==> src/rtl/data_mem_arbiter_pkg.sv <==
// -----------------------------------------------------------------------------
// dmem_arb_pkg
// Shared definitions for the data memory arbiter: FSM state encoding, owner
// identifiers for the two requesters and the default access latency.
// No ports (package).
// -----------------------------------------------------------------------------
package dmem_arb_pkg;

   // Arbiter sequencing: wait for a request, hold the memory, hand back data
   typedef enum logic [1:0] {
      ST_IDLE = 2'd0,
      ST_BUSY = 2'd1,
      ST_DONE = 2'd2
   } arb_state_t;

   // Owner / last-grant encoding
   localparam logic OWN_CPU = 1'b0;
   localparam logic OWN_DMA = 1'b1;

   // Cycles the data memory is occupied per access
   localparam int DEFAULT_LATENCY = 2;

endpackage

==> src/rtl/data_mem_arbiter.sv <==
// -----------------------------------------------------------------------------
// data_mem_arbiter
// Shares one single-port DataMemory between the CPU memory stage and a
// secondary DMA/loader port. Simultaneous requests are resolved round-robin.
// Each access occupies the memory for LATENCY cycles (BUSY), followed by one
// DONE cycle in which the owner sees its registered read data.
//
// Ports
//   clk        : clock, rising edge
//   reset      : asynchronous reset, active low
//   cpu_req    : CPU access request, held until completion
//   cpu_we     : CPU write enable
//   cpu_addr   : CPU address
//   cpu_wdata  : CPU store data
//   cpu_rdata  : registered read data returned to the CPU
//   cpu_stall  : freezes the CPU pipeline while its access is pending
//   dma_req    : DMA access request, held until dma_done
//   dma_we     : DMA write enable
//   dma_addr   : DMA address
//   dma_wdata  : DMA write data
//   dma_gnt    : DMA owns the memory (BUSY and DONE)
//   dma_done   : one-cycle pulse when the DMA access completes
//   dma_rdata  : registered read data returned to the DMA
//   mem_we     : DataMemory write enable (first BUSY cycle only)
//   mem_addr   : DataMemory address
//   mem_wdata  : DataMemory write data
//   mem_rdata  : DataMemory read data
// -----------------------------------------------------------------------------
module data_mem_arbiter
   import dmem_arb_pkg::*;
#(
   parameter int LATENCY = DEFAULT_LATENCY,
   parameter int AW      = 32
) (
   input  logic          clk,
   input  logic          reset,
   input  logic          cpu_req,
   input  logic          cpu_we,
   input  logic [AW-1:0] cpu_addr,
   input  logic [AW-1:0] cpu_wdata,
   output logic [AW-1:0] cpu_rdata,
   output logic          cpu_stall,
   input  logic          dma_req,
   input  logic          dma_we,
   input  logic [AW-1:0] dma_addr,
   input  logic [AW-1:0] dma_wdata,
   output logic          dma_gnt,
   output logic          dma_done,
   output logic [AW-1:0] dma_rdata,
   output logic          mem_we,
   output logic [AW-1:0] mem_addr,
   output logic [AW-1:0] mem_wdata,
   input  logic [AW-1:0] mem_rdata
);

   // BUSY counts down from LATENCY-1 to 0, so LATENCY cycles in total
   localparam logic [3:0] COUNT_LOAD = 4'(LATENCY - 1);

   arb_state_t    r_state;
   logic          r_owner;
   logic          r_lastGrant;
   logic [3:0]    r_count;
   logic          r_we;
   logic [AW-1:0] r_addr;
   logic [AW-1:0] r_wdata;
   logic [AW-1:0] r_cpuRdata;
   logic [AW-1:0] r_dmaRdata;
   logic          r_memWe;
   logic          r_dmaGnt;
   logic          r_dmaDone;

   logic          w_winner;
   logic          w_selWe;
   logic [AW-1:0] w_selAddr;
   logic [AW-1:0] w_selWdata;

   // Pick the requester to serve next: a lone request wins outright, a tie
   // goes to whoever was not granted last time
   assign w_winner = (cpu_req && dma_req) ? ((r_lastGrant == OWN_CPU) ? OWN_DMA : OWN_CPU)
                                          : (dma_req ? OWN_DMA : OWN_CPU);

   // Route the winner's access so it can be latched at the grant edge
   assign w_selWe    = (w_winner == OWN_DMA) ? dma_we    : cpu_we;
   assign w_selAddr  = (w_winner == OWN_DMA) ? dma_addr  : cpu_addr;
   assign w_selWdata = (w_winner == OWN_DMA) ? dma_wdata : cpu_wdata;

   // Arbitration FSM with registered memory/handshake outputs. The async
   // reset also aborts an access in flight, dropping mem_we immediately.
   always_ff @(posedge clk or negedge reset) begin
      if (!reset) begin
         r_state     <= ST_IDLE;
         r_owner     <= OWN_CPU;
         r_lastGrant <= OWN_DMA;
         r_count     <= '0;
         r_we        <= 1'b0;
         r_addr      <= '0;
         r_wdata     <= '0;
         r_cpuRdata  <= '0;
         r_dmaRdata  <= '0;
         r_memWe     <= 1'b0;
         r_dmaGnt    <= 1'b0;
         r_dmaDone   <= 1'b0;
      end else begin
         case (r_state)
            ST_IDLE: begin
               if (cpu_req || dma_req) begin
                  r_state     <= ST_BUSY;
                  r_owner     <= w_winner;
                  r_lastGrant <= w_winner;
                  r_count     <= COUNT_LOAD;
                  r_we        <= w_selWe;
                  r_addr      <= w_selAddr;
                  r_wdata     <= w_selWdata;
                  r_memWe     <= w_selWe;
                  r_dmaGnt    <= (w_winner == OWN_DMA);
               end
            end
            ST_BUSY: begin
               r_memWe <= 1'b0;
               if (r_count == 4'd0) begin
                  // Capture on writes too, so the owner always sees a fresh value
                  if (r_owner == OWN_DMA) begin
                     r_dmaRdata <= mem_rdata;
                  end else begin
                     r_cpuRdata <= mem_rdata;
                  end
                  r_dmaDone <= (r_owner == OWN_DMA);
                  r_state   <= ST_DONE;
               end else begin
                  r_count <= r_count - 4'd1;
               end
            end
            ST_DONE: begin
               r_state   <= ST_IDLE;
               r_dmaGnt  <= 1'b0;
               r_dmaDone <= 1'b0;
            end
            default: begin
               r_state <= ST_IDLE;
            end
         endcase
      end
   end

   // The CPU is released exactly in the DONE cycle of its own access
   assign cpu_stall = cpu_req & ~((r_state == ST_DONE) && (r_owner == OWN_CPU));

   assign cpu_rdata = r_cpuRdata;
   assign dma_rdata = r_dmaRdata;
   assign dma_gnt   = r_dmaGnt;
   assign dma_done  = r_dmaDone;
   assign mem_we    = r_memWe;
   assign mem_addr  = r_addr;
   assign mem_wdata = r_wdata;

endmodule

==> config.mk <==
export PLATFORM = sky130hd
export DESIGN_NAME = data_mem_arbiter
export DESIGN_NICKNAME = d
export VERILOG_FILES = /design/src/rtl/data_mem_arbiter_pkg.sv /design/src/rtl/data_mem_arbiter.sv
export SDC_FILE = /design/constraint.sdc
export NUM_CORES = 1
export LEC_CHECK = 0
export ABC_AREA = 1
export ABC_CLOCK_PERIOD_IN_PS = 1800
export CELL_PAD_IN_SITES_DETAIL_PLACEMENT = 0
export CELL_PAD_IN_SITES_GLOBAL_PLACEMENT = 1
export CORE_ASPECT_RATIO = 1.1
export CORE_MARGIN = 2
export CORE_UTILIZATION = 29
export DETAILED_ROUTE_END_ITERATION = 16
export PLACE_DENSITY = 0.81
export SKIP_CTS_REPAIR_TIMING = 1
export SYNTH_ARGS = -nofsm -noshare
export SYNTH_HDL_FRONTEND = slang
export SYNTH_SLANG_ARGS = --single-unit
==> constraint.sdc <==
create_clock -name clk -period 1.8 [get_ports clk]
set_input_delay 0.27 -clock clk [delete_from_list [all_inputs] [get_ports clk]]
set_output_delay 0.27 -clock clk [all_outputs]
set_load 0.02 [all_outputs]
==> results.json <==
{
  "track_usage": 0.1775,
  "root_buffer": "clkbuf_16",
  "p_sw_frac": 0.3947,
  "cp_slowest_cell": "clkdlybuf4s50_1",
  "cts_buffers": 17,
  "critical_path.top_delay_family": "buffers and inverters",
  "netlist_area_um2": 5891,
  "die_height_um": 153.5,
  "ys.flop_type": "dfrtp_1",
  "dpl.hpwl_um": 13700,
  "instances_no_fill": 1213,
  "place.gp.congestion": 0.7946,
  "wl_per_cell_um": 15.49,
  "dieArea_um2": 21470,
  "power_leakage_nw": 4.446,
  "setup_viol": 0,
  "crit_chain": "clkdlybuf4s50_1",
  "grt_pass1_wl_um": 30100,
  "clock-skew-final_ps": 10.60,
  "gr-total-overflow": 0,
  "synth_edf_count": 0,
  "startpoint_type": "flop",
  "critPathArrivalTime_ps": 1440,
  "slowest_delay_ps": 680,
  "drv_slew": 0,
  "io_pins": 298,
  "htree_num_levels": 4,
  "clockPowerShare": 0.202,
  "crit_cells": 1,
  "cts_buffer_depth": 2,
  "yosysMostFrequentCell": "nand2_1",
  "syn_avg_cell_area_um2": 9.063,
  "p_seq_frac": 0.303,
  "worst_slew_pin_slew_ps": 498.2,
  "clock_latency_ps": 410,
  "synth_cell_type_count": 23,
  "min_period_ps": 1710,
  "die_x_um": 139.9,
  "ys_ff_latch": 139,
  "clock-sinks": 139,
  "grt_max_degree": 66,
  "synth_top_area_share": 0.5862,
  "max_freq_ghz": 0.5849,
  "synth_cells": 650,
  "vdd_drop_max_mv": 0.9248,
  "yosysTopAreaCell": "dfrtp_1",
  "cts_tree": "done",
  "ant_nets": 0,
  "status": "finished, final reports clean",
  "critPathMaxFanout": 2,
  "final_nets": 1116,
  "synthTopCellsByCount": "nand2_1 (143), dfrtp_1 (138), o21ai_0 (105), o21ai_1 (72), nor2_1 (71)",
  "core_um2": 19860,
  "antenna_found_initial": 0,
  "area_growth_pct": 68.18,
  "numPortBuffers": 297,
  "start_util": 0.2965,
  "maxCapViolCount": 0,
  "cp_num_buf_inv": 1,
  "power_mw": 18.42,
  "pwr_density_cell_nw_per_um2": 1859,
  "synth-seq-area-share": 0.5907,
  "drc_errors": 0,
  "slew_headroom": 0.6679,
  "grt_pass1_vias": 5515,
  "viasPerCell": 4.505,
  "first_iter_violations": 261,
  "drive_gt1_frac": 0.09157,
  "vias": 5464,
  "fin_crit_sh": 0.9499,
  "critPathKind": "reg2out",
  "worstPathRequired_ps": 1530,
  "hold_violations": 0,
  "holdWs_ps": 386.7,
  "clkTransAtPathRegs_ps": 60,
  "grt_setup_unrepaired": "false",
  "hp-class": "in2async",
  "wirelength_um": 18790,
  "placed_cells": 1180,
  "rows": 54,
  "netSwitchingPower_mw": 7.271,
  "drtPass1Iterations": 6,
  "r2r_cells": 8,
  "p_int_mw": 11.15,
  "async_flop_share": 1.000,
  "yosys-top-cells-area": "dfrtp_1 (59%), nand2_1 (9.1%), o21ai_0 (8.9%)",
  "p_comb_frac": 0.495,
  "synth_warnings": 0,
  "cp-end-kind": "output pin",
  "synthesis.nets": 818,
  "antenna_cells": 0
}
## cells in the final DEF, fill, tap and decap left out, drive strengths merged
| cell | Yosys | layout |
|---|---|---|
| buf | 28 | 23 |
| o21ai | 200 | 200 |
| nand3 | 4 | 4 |
| clkdlybuf4s50 | 0 | 292 |
| dlygate4sd3 | 0 | 1 |
| clkinv | 0 | 2 |
| ha | 2 | 2 |
| clkbuf | 13 | 19 |
| xor2 | 1 | 1 |
| clkinvlp | 0 | 1 |
| inv | 42 | 49 |
| nand4 | 1 | 1 |
| dlymetal6s2s | 0 | 4 |
| dfrtp | 138 | 138 |
| o211ai | 1 | 1 |
| bufinv | 0 | 3 |
| dfstp | 1 | 1 |
| nand2 | 146 | 146 |
| nor2 | 73 | 73 |
## final timing paths
| path | slack [ps] | endpoint | start |
|---|---|---|---|
| min in group clk | 420 | cpu_rdata[7]$_DFFE_PN0P_ | mem_rdata[7] |
| max | 90 | mem_wdata[30] | mem_wdata[30]$_DFFE_PN0P_ |
| min reg2reg | 470 | r_lastGrant$_DFFE_PN1P_ | r_lastGrant$_DFFE_PN1P_ |
| max reg2reg | 220 | dma_rdata[21]$_DFFE_PN0P_ | r_count[0]$_DFFE_PN0P_ |
| max in group asynchronous | 840 | mem_wdata[23]$_DFFE_PN0P_ | reset |
| min | 390 | dma_rdata[4]$_DFFE_PN0P_ | reset |
## registers in the layout, indices dropped and copies added, names as in the netlist
register / cells
cpu_rdata: 32
dma_rdata: 32
mem_addr: 32
mem_wdata: 32
r_count: 4
r_state: 2
dma_done: 1
dma_gnt: 1
mem_we: 1
r_lastGrant: 1
r_owner: 1
## cells by family (layout without fill, tap and decap cells)
family	count (synthesis)	after routing	synth area share
xor+xnor	1	1	0.001487
compound gates	201	201	0.1859
flops	139	139	0.5907
fa+ha+maj	2	2	0.004247
simple gates	224	224	0.1502
buf+inv	83	394	0.06754
## power groups by stage
| stage | registers, mW | clock network (mW) | logic (mW) |
|---|---|---|---|
| floorplan | 7.36 | 0 | 2.92 |
| global placement | 5.59 | 0 | 9.14 |
| detailed placement | 5.62 | 0 | 9.23 |
| CTS | 5.60 | 3.83 | 9.25 |
| global route | 5.80 | 3.97 | 9.90 |
| finish | 5.58 | 3.73 | 9.12 |
## final cells by class
| class | count | area (um^2) |
|---|---|---|
| Sequential cell | 139 | 3480 |
| Clock inverter | 13 | 178.9 |
| Tap cell | 252 | 315.3 |
| Clock buffer | 19 | 442.9 |
| Inverter | 42 | 157.7 |
| Multi-Input combinational cell | 428 | 2023 |
| Fill cell | 1897 | 9957 |
| Timing Repair Buffer | 320 | 3309 |
## routing by layer
layer | vias up | global-route usage | part of all wire | wire length [um]
li1 | 2708 | - | - | -
met1 | 2494 | 0.2293 | 0.43 | 8086
met2 | 241 | 0.2676 | 0.45 | 8400
met3 | 21 | 0.07895 | 0.11 | 2037
met4 | 0 | 0.05667 | 0.014 | 265
met5 | - | 0 | 0 | 0
## metrics by stage
| stage | setup TNS (ps) | utilization | instance area, um^2 | setup WS (ps) |
|---|---|---|---|---|
| floorplan | 0 | - | 5891 | 382.2 |
| global placement | 0 | 0.4664 | 9265 | 53.06 |
| detailed placement | 0 | 0.4664 | 9265 | 41.21 |
| CTS | -256.6 | 0.4977 | 9887 | -255.6 |
| global route | 0 | 0.4987 | 9907 | 9.961 |
| finish | 0 | 0.4987 | 9907 | 90.18 |
(Power assumes the default switching activity.)
